### src/rtl/sw_feeder.sv
// rtl/sw_feeder.sv - streams two host-loaded symbol buffers to the aligner and captures its score
// A run replays both buffers once, then waits a bounded time for the aligner's finish pulse.
module sw_feeder #(
  parameter int LEN     = 256,
  parameter int ADDR_W  = 8,
  parameter int TIMEOUT = 1023
) (
  input  logic              clk,
  input  logic              reset,
  input  logic              wr_en,
  input  logic              wr_sel,
  input  logic [ADDR_W-1:0] wr_addr,
  input  logic [1:0]        wr_data,
  input  logic              start,
  input  logic              result_ack,
  input  logic              finish,
  input  logic [11:0]       max,
  output logic              valid,
  output logic [1:0]        data_s,
  output logic [1:0]        data_t,
  output logic              busy,
  output logic              result_valid,
  output logic [11:0]       result,
  output logic              timeout
);

  typedef enum logic [1:0] {IDLE, SEND, WAIT, DONE} state_t;

  localparam int CNT_W = ($clog2(TIMEOUT + 1) > 16) ? $clog2(TIMEOUT + 1) : 16;
  localparam logic [ADDR_W-1:0] IDX_LAST = ADDR_W'(LEN - 1);
  localparam logic [CNT_W-1:0]  CNT_LAST = CNT_W'(TIMEOUT - 1);

  logic [1:0] s_buf [LEN];
  logic [1:0] t_buf [LEN];

  state_t            state, state_n;
  logic [ADDR_W-1:0] idx, idx_n, idx_inc;
  logic [CNT_W-1:0]  cnt, cnt_n;
  logic              valid_n, busy_n, rv_n, to_n;
  logic [1:0]        ds_n, dt_n;
  logic [11:0]       res_n;

  // Buffers are host-owned storage: no reset, so contents survive runs and resets.
  always_ff @(posedge clk) begin
    if (state == IDLE && wr_en && !start) begin
      if (wr_sel) t_buf[wr_addr] <= wr_data;
      else        s_buf[wr_addr] <= wr_data;
    end
  end

  always_ff @(posedge clk or posedge reset) begin
    if (reset) begin
      state        <= IDLE;
      idx          <= '0;
      cnt          <= '0;
      valid        <= 1'b0;
      data_s       <= 2'd0;
      data_t       <= 2'd0;
      busy         <= 1'b0;
      result_valid <= 1'b0;
      result       <= 12'd0;
      timeout      <= 1'b0;
    end else begin
      state        <= state_n;
      idx          <= idx_n;
      cnt          <= cnt_n;
      valid        <= valid_n;
      data_s       <= ds_n;
      data_t       <= dt_n;
      busy         <= busy_n;
      result_valid <= rv_n;
      result       <= res_n;
      timeout      <= to_n;
    end
  end

  always_comb begin
    state_n = state;
    idx_n   = idx;
    cnt_n   = cnt;
    valid_n = valid;
    ds_n    = data_s;
    dt_n    = data_t;
    rv_n    = result_valid;
    res_n   = result;
    to_n    = timeout;
    idx_inc = idx + 1'b1;

    case (state)
      IDLE: begin
        if (start) begin
          state_n = SEND;
          idx_n   = '0;
          valid_n = 1'b1;
          ds_n    = s_buf[0];
          dt_n    = t_buf[0];
          to_n    = 1'b0;
        end
      end
      SEND: begin
        if (idx == IDX_LAST) begin
          state_n = WAIT;
          idx_n   = '0;
          cnt_n   = '0;
          valid_n = 1'b0;
          ds_n    = 2'd0;
          dt_n    = 2'd0;
        end else begin
          idx_n = idx_inc;
          ds_n  = s_buf[idx_inc];
          dt_n  = t_buf[idx_inc];
        end
      end
      WAIT: begin
        // finish is checked first so it wins a tie with the timeout edge
        if (finish) begin
          state_n = DONE;
          res_n   = max;
          rv_n    = 1'b1;
        end else if (cnt == CNT_LAST) begin
          state_n = DONE;
          res_n   = 12'd0;
          rv_n    = 1'b1;
          to_n    = 1'b1;
        end else begin
          cnt_n = cnt + 1'b1;
        end
      end
      DONE: begin
        if (result_ack) begin
          state_n = IDLE;
          rv_n    = 1'b0;
        end
      end
      default: state_n = IDLE;
    endcase

    busy_n = (state_n != IDLE);
  end

endmodule

### config.mk
export PLATFORM = sky130hd
export DESIGN_NAME = sw_feeder
export DESIGN_NICKNAME = d
export VERILOG_FILES = /design/src/rtl/sw_feeder.sv
export SDC_FILE = /design/constraint.sdc
export NUM_CORES = 1
export LEC_CHECK = 0
export BUFFER_PORTS_ARGS = -buffer_cell sky130_fd_sc_hd__buf_2
export CORE_MARGIN = 3
export CORE_UTILIZATION = 35
export DETAILED_ROUTE_END_ITERATION = 10
export HOLD_SLACK_MARGIN = 0.08
export SYNTH_ARGS = -nofsm -noshare
export SYNTH_HDL_FRONTEND = slang
export SYNTH_SLANG_ARGS = --single-unit
### constraint.sdc
create_clock -name clk -period 2.9 [get_ports clk]
set_clock_uncertainty 0.2 [all_clocks]
set_input_delay 0.435 -clock clk [delete_from_list [all_inputs] [get_ports clk]]
set_output_delay 0.435 -clock clk [all_outputs]
set_load 0.1 [all_outputs]
==> results_dict.tcl <==
set metrics [dict create \
    insertion_delay_ns 0.68 \
    synth.distinct_cells 60 \
    worst_pin_slew_ns 0.950 \
    finalWeightedCongestion 0.799 \
    critPathMaxStageDelay_ns 0.50 \
    post-place-cells 4275 \
    cap_violations 0 \
    hold_violations 0 \
    peakVddDrop_v 0.000489 \
    p_total_uw 49300 \
    worstPathCellList "ha_4 > buf_12 > buf_16 > buf_4 > buf_12 > mux4_2 > a22oi_2 > a21oi_2 > nor3_2 > buf_4 > nand4_1 > a21o_1" \
    setup_slack_ns -0.227 \
    first_global_vias 26318 \
    cts.clk_slew.worst_paths_ns 0.06 \
    p_leak_uw 0.0166 \
    finalWirelength_um 118000 \
    h-tree-depth 3 \
    finalCritPeriodShare_pct 108 \
    drtAntennaViolNets 0 \
    holdCritPathClass "in2reg" \
    ys_top_cells_by_area "edfxtp_1, mux4_2, nor2_1" \
    syn2layout_area_growth_pct 21.5 \
    grt_max_degree 129 \
    via_count 25170 \
    end_kind "register" \
    syn_nets 2584 \
    fin_area_mm2 0.0531 \
    clockRootBuffer "clkbuf_16" \
    crit_required_ns 3.27 \
    outcome "finished, violations left" \
    yosysTopAreaCell "edfxtp_1" \
    violations "negative setup slack" \
    rsz0062_at_grt "true" \
    antenna_found_initial 4 \
    worst-setup-path-type "reg2reg" \
    ys_seq_area_share_pct 73.0 \
    num_io_pins 49 \
    die_w_um 359 \
    core_area_mm2 0.123 \
    syn_inst 2552 \
    cts.sinks 1070 \
    synth_flop_cell "edfxtp_1" \
    portBuffers 48 \
    synth_area_mm2 0.0437 \
    instances_no_fill 4556 \
    start_util_pct 35.6 \
    grt_use_total_pct 17.9 \
    synth.top_cell.area_share_pct 70.4 \
    dieArea_mm2 0.129 \
    yosysMostFrequentCell "edfxtp_1" \
    critical-path-top-delay-family "buffers and inverters" \
    grt_pass1_wl_um 173000 \
    dp_hpwl_um 68700 \
    pre_cts_ws_ns -0.502 \
    cts_tree "built" \
    drc_errors 0 \
    max-slew-margin-rel_pct 36.6 \
    finalCriticalPeriod_ns 3.13 \
    rows 128 \
    grt_remaining_overflow 0 \
    vias_per_cell 5.52 \
    drt_first_pass_iters 6 \
    cp-start-kind "register" \
    hold_ws_ns 0.125 \
    slowest_stage "dfrtp_4" \
    placed_cell_area_mm2 0.0475 \
    cts_inserted_buffers 106 \
    first_iter_violations 2903 \
    slew_violations 0 \
    avgSynthCellArea_um2 17.1 \
    die_h_um 359 \
    crit_buf_inv 5 \
    yosys-top-cells-count "edfxtp_1, nor2_1, mux4_2, a22oi_1, clkbuf_1" \
    drt-wirelength-per-cell_um 25.8 \
    ys_warn_count 0 \
    drive_gt1_share_pct 29.9 \
    async_flop_share_pct 4.30 \
    setup_viol 4 \
    critPathArrivalTime_ns 3.50 \
    cts_buffer_depth 3 \
    fin_nets 2870 \
    synth_edf_count 1024 \
    worstPathMaxFanout 16 \
    max_freq_ghz 0.320 \
    synth_seq_cells 1070 \
    p_per_area_mw_per_mm2 929 \
]
power breakdown:
group | internal [uW] | switching [uW] | leakage, uW
Sequential | 17100 | 225 | 0.00977
Clock | 8160 | 5810 | 0.00174
Combinational | 8780 | 9190 | 0.00509
cell families (layout without fill, tap and decap cells):
family	after synthesis	count (layout)	synth area share (%)
muxes	256	256	13.4
other	0	1	0
buffers and inverters	202	580	2.24
AOI/OAI and AO/OA	231	231	3.65
DFF	1070	1070	73.0
adders and majority gates	3	3	0.0859
and+or+nand+nor	772	772	7.23
xor gates and xnor gates	18	18	0.378
path summary, 6_finish.rpt:
kind                                    start                      to  slack, ns  depth (start not counted)
max                        idx[0]$_DFFE_PP0P_   data_s[0]$_DFFE_PP0P_      -0.23                         12
min                                wr_data[1]  s_buf[65][1]$_DFFE_PP_       0.13                          1
max reg2reg                idx[0]$_DFFE_PP0P_   data_s[0]$_DFFE_PP0P_      -0.23                         12
min reg2reg                 valid$_DFFE_PP0P_       valid$_DFFE_PP0P_       0.32                          1
max in group asynchronous               reset      idx[0]$_DFFE_PP0P_       1.47                          3
min in group asynchronous               reset   data_t[1]$_DFFE_PP0P_       0.34                          3
through the flow:
| step | setup TNS (ns) | util, % |
|---|---|---|
| 2_1_floorplan | 0 | - |
| 3_3_place_gp | -1.58 | 38.7 |
| 3_5_place_dp | -1.63 | 38.7 |
| 4_1_cts | -0.477 | 43.0 |
| 5_1_grt | -0.946 | 43.2 |
| 6_report | -0.778 | 43.2 |
sequential cells by signal, indices dropped and copies added (netlist names):
name	cells
data_t	2
s_buf	512
result	12
t_buf	512
state	2
cnt	16
busy	1
timeout	1
result_valid	1
valid	1
data_s	2
idx	8
layout make-up:
cell class | count | area [um2]
Tap cell | 1625 | 2030
Fill cell | 10543 | 69800
Antenna cell | 1 | 2.50
Sequential cell | 1070 | 31900
Clock buffer | 127 | 2810
Inverter | 19 | 71.3
Clock inverter | 73 | 736
Multi-Input combinational cell | 1280 | 11500
Timing Repair Buffer | 361 | 3970
cells in the final DEF, fill, tap and decap left out, types with 6 or more instances in the layout:
cell type      count
buf_2             46
a21oi_2           18
nor2b_1           13
nand4_1           10
nor2_1           547
nand2b_1           7
mux4_2           240
buf_12            60
mux4_1            16
xor2_1            10
buf_6             14
buf_16            17
bufinv_16         14
clkinv_1          29
clkbuf_16        108
inv_1             14
xnor2_1            6
a21oi_1           18
nand3_2           10
buf_8              8
dlygate4sd3_1     17
edfxtp_1        1024
clkinv_2          20
clkbuf_1          15
a22oi_1           64
nand3_1           46
buf_4            194
dfrtp_1           44
nand2_1           93
o21ai_0           29
a22oi_2           54
routing by layer:
layer	GRT usage (%)	routed length, um	part of all wire [%]
met2	29.5	57200	49
met4	5.51	3120	2.7
met1	24.1	47300	40
met5	0	31	0.026
met3	3.51	9920	8.4
repair_timing:
| action | CTS | global route |
|---|---|---|
| endpoints found under the setup margin | 4 | 8 |
| cloned | 16 | 0 |
| pin swaps | 47 | 27 |
| setup buffers | 48 | 10 |
| hold buffers | 17 | 0 |
| endpoints found under the hold margin | 88 | 0 |
| resized for setup | 147 | 57 |
Note: power is estimated with default switching activity, not from simulation.
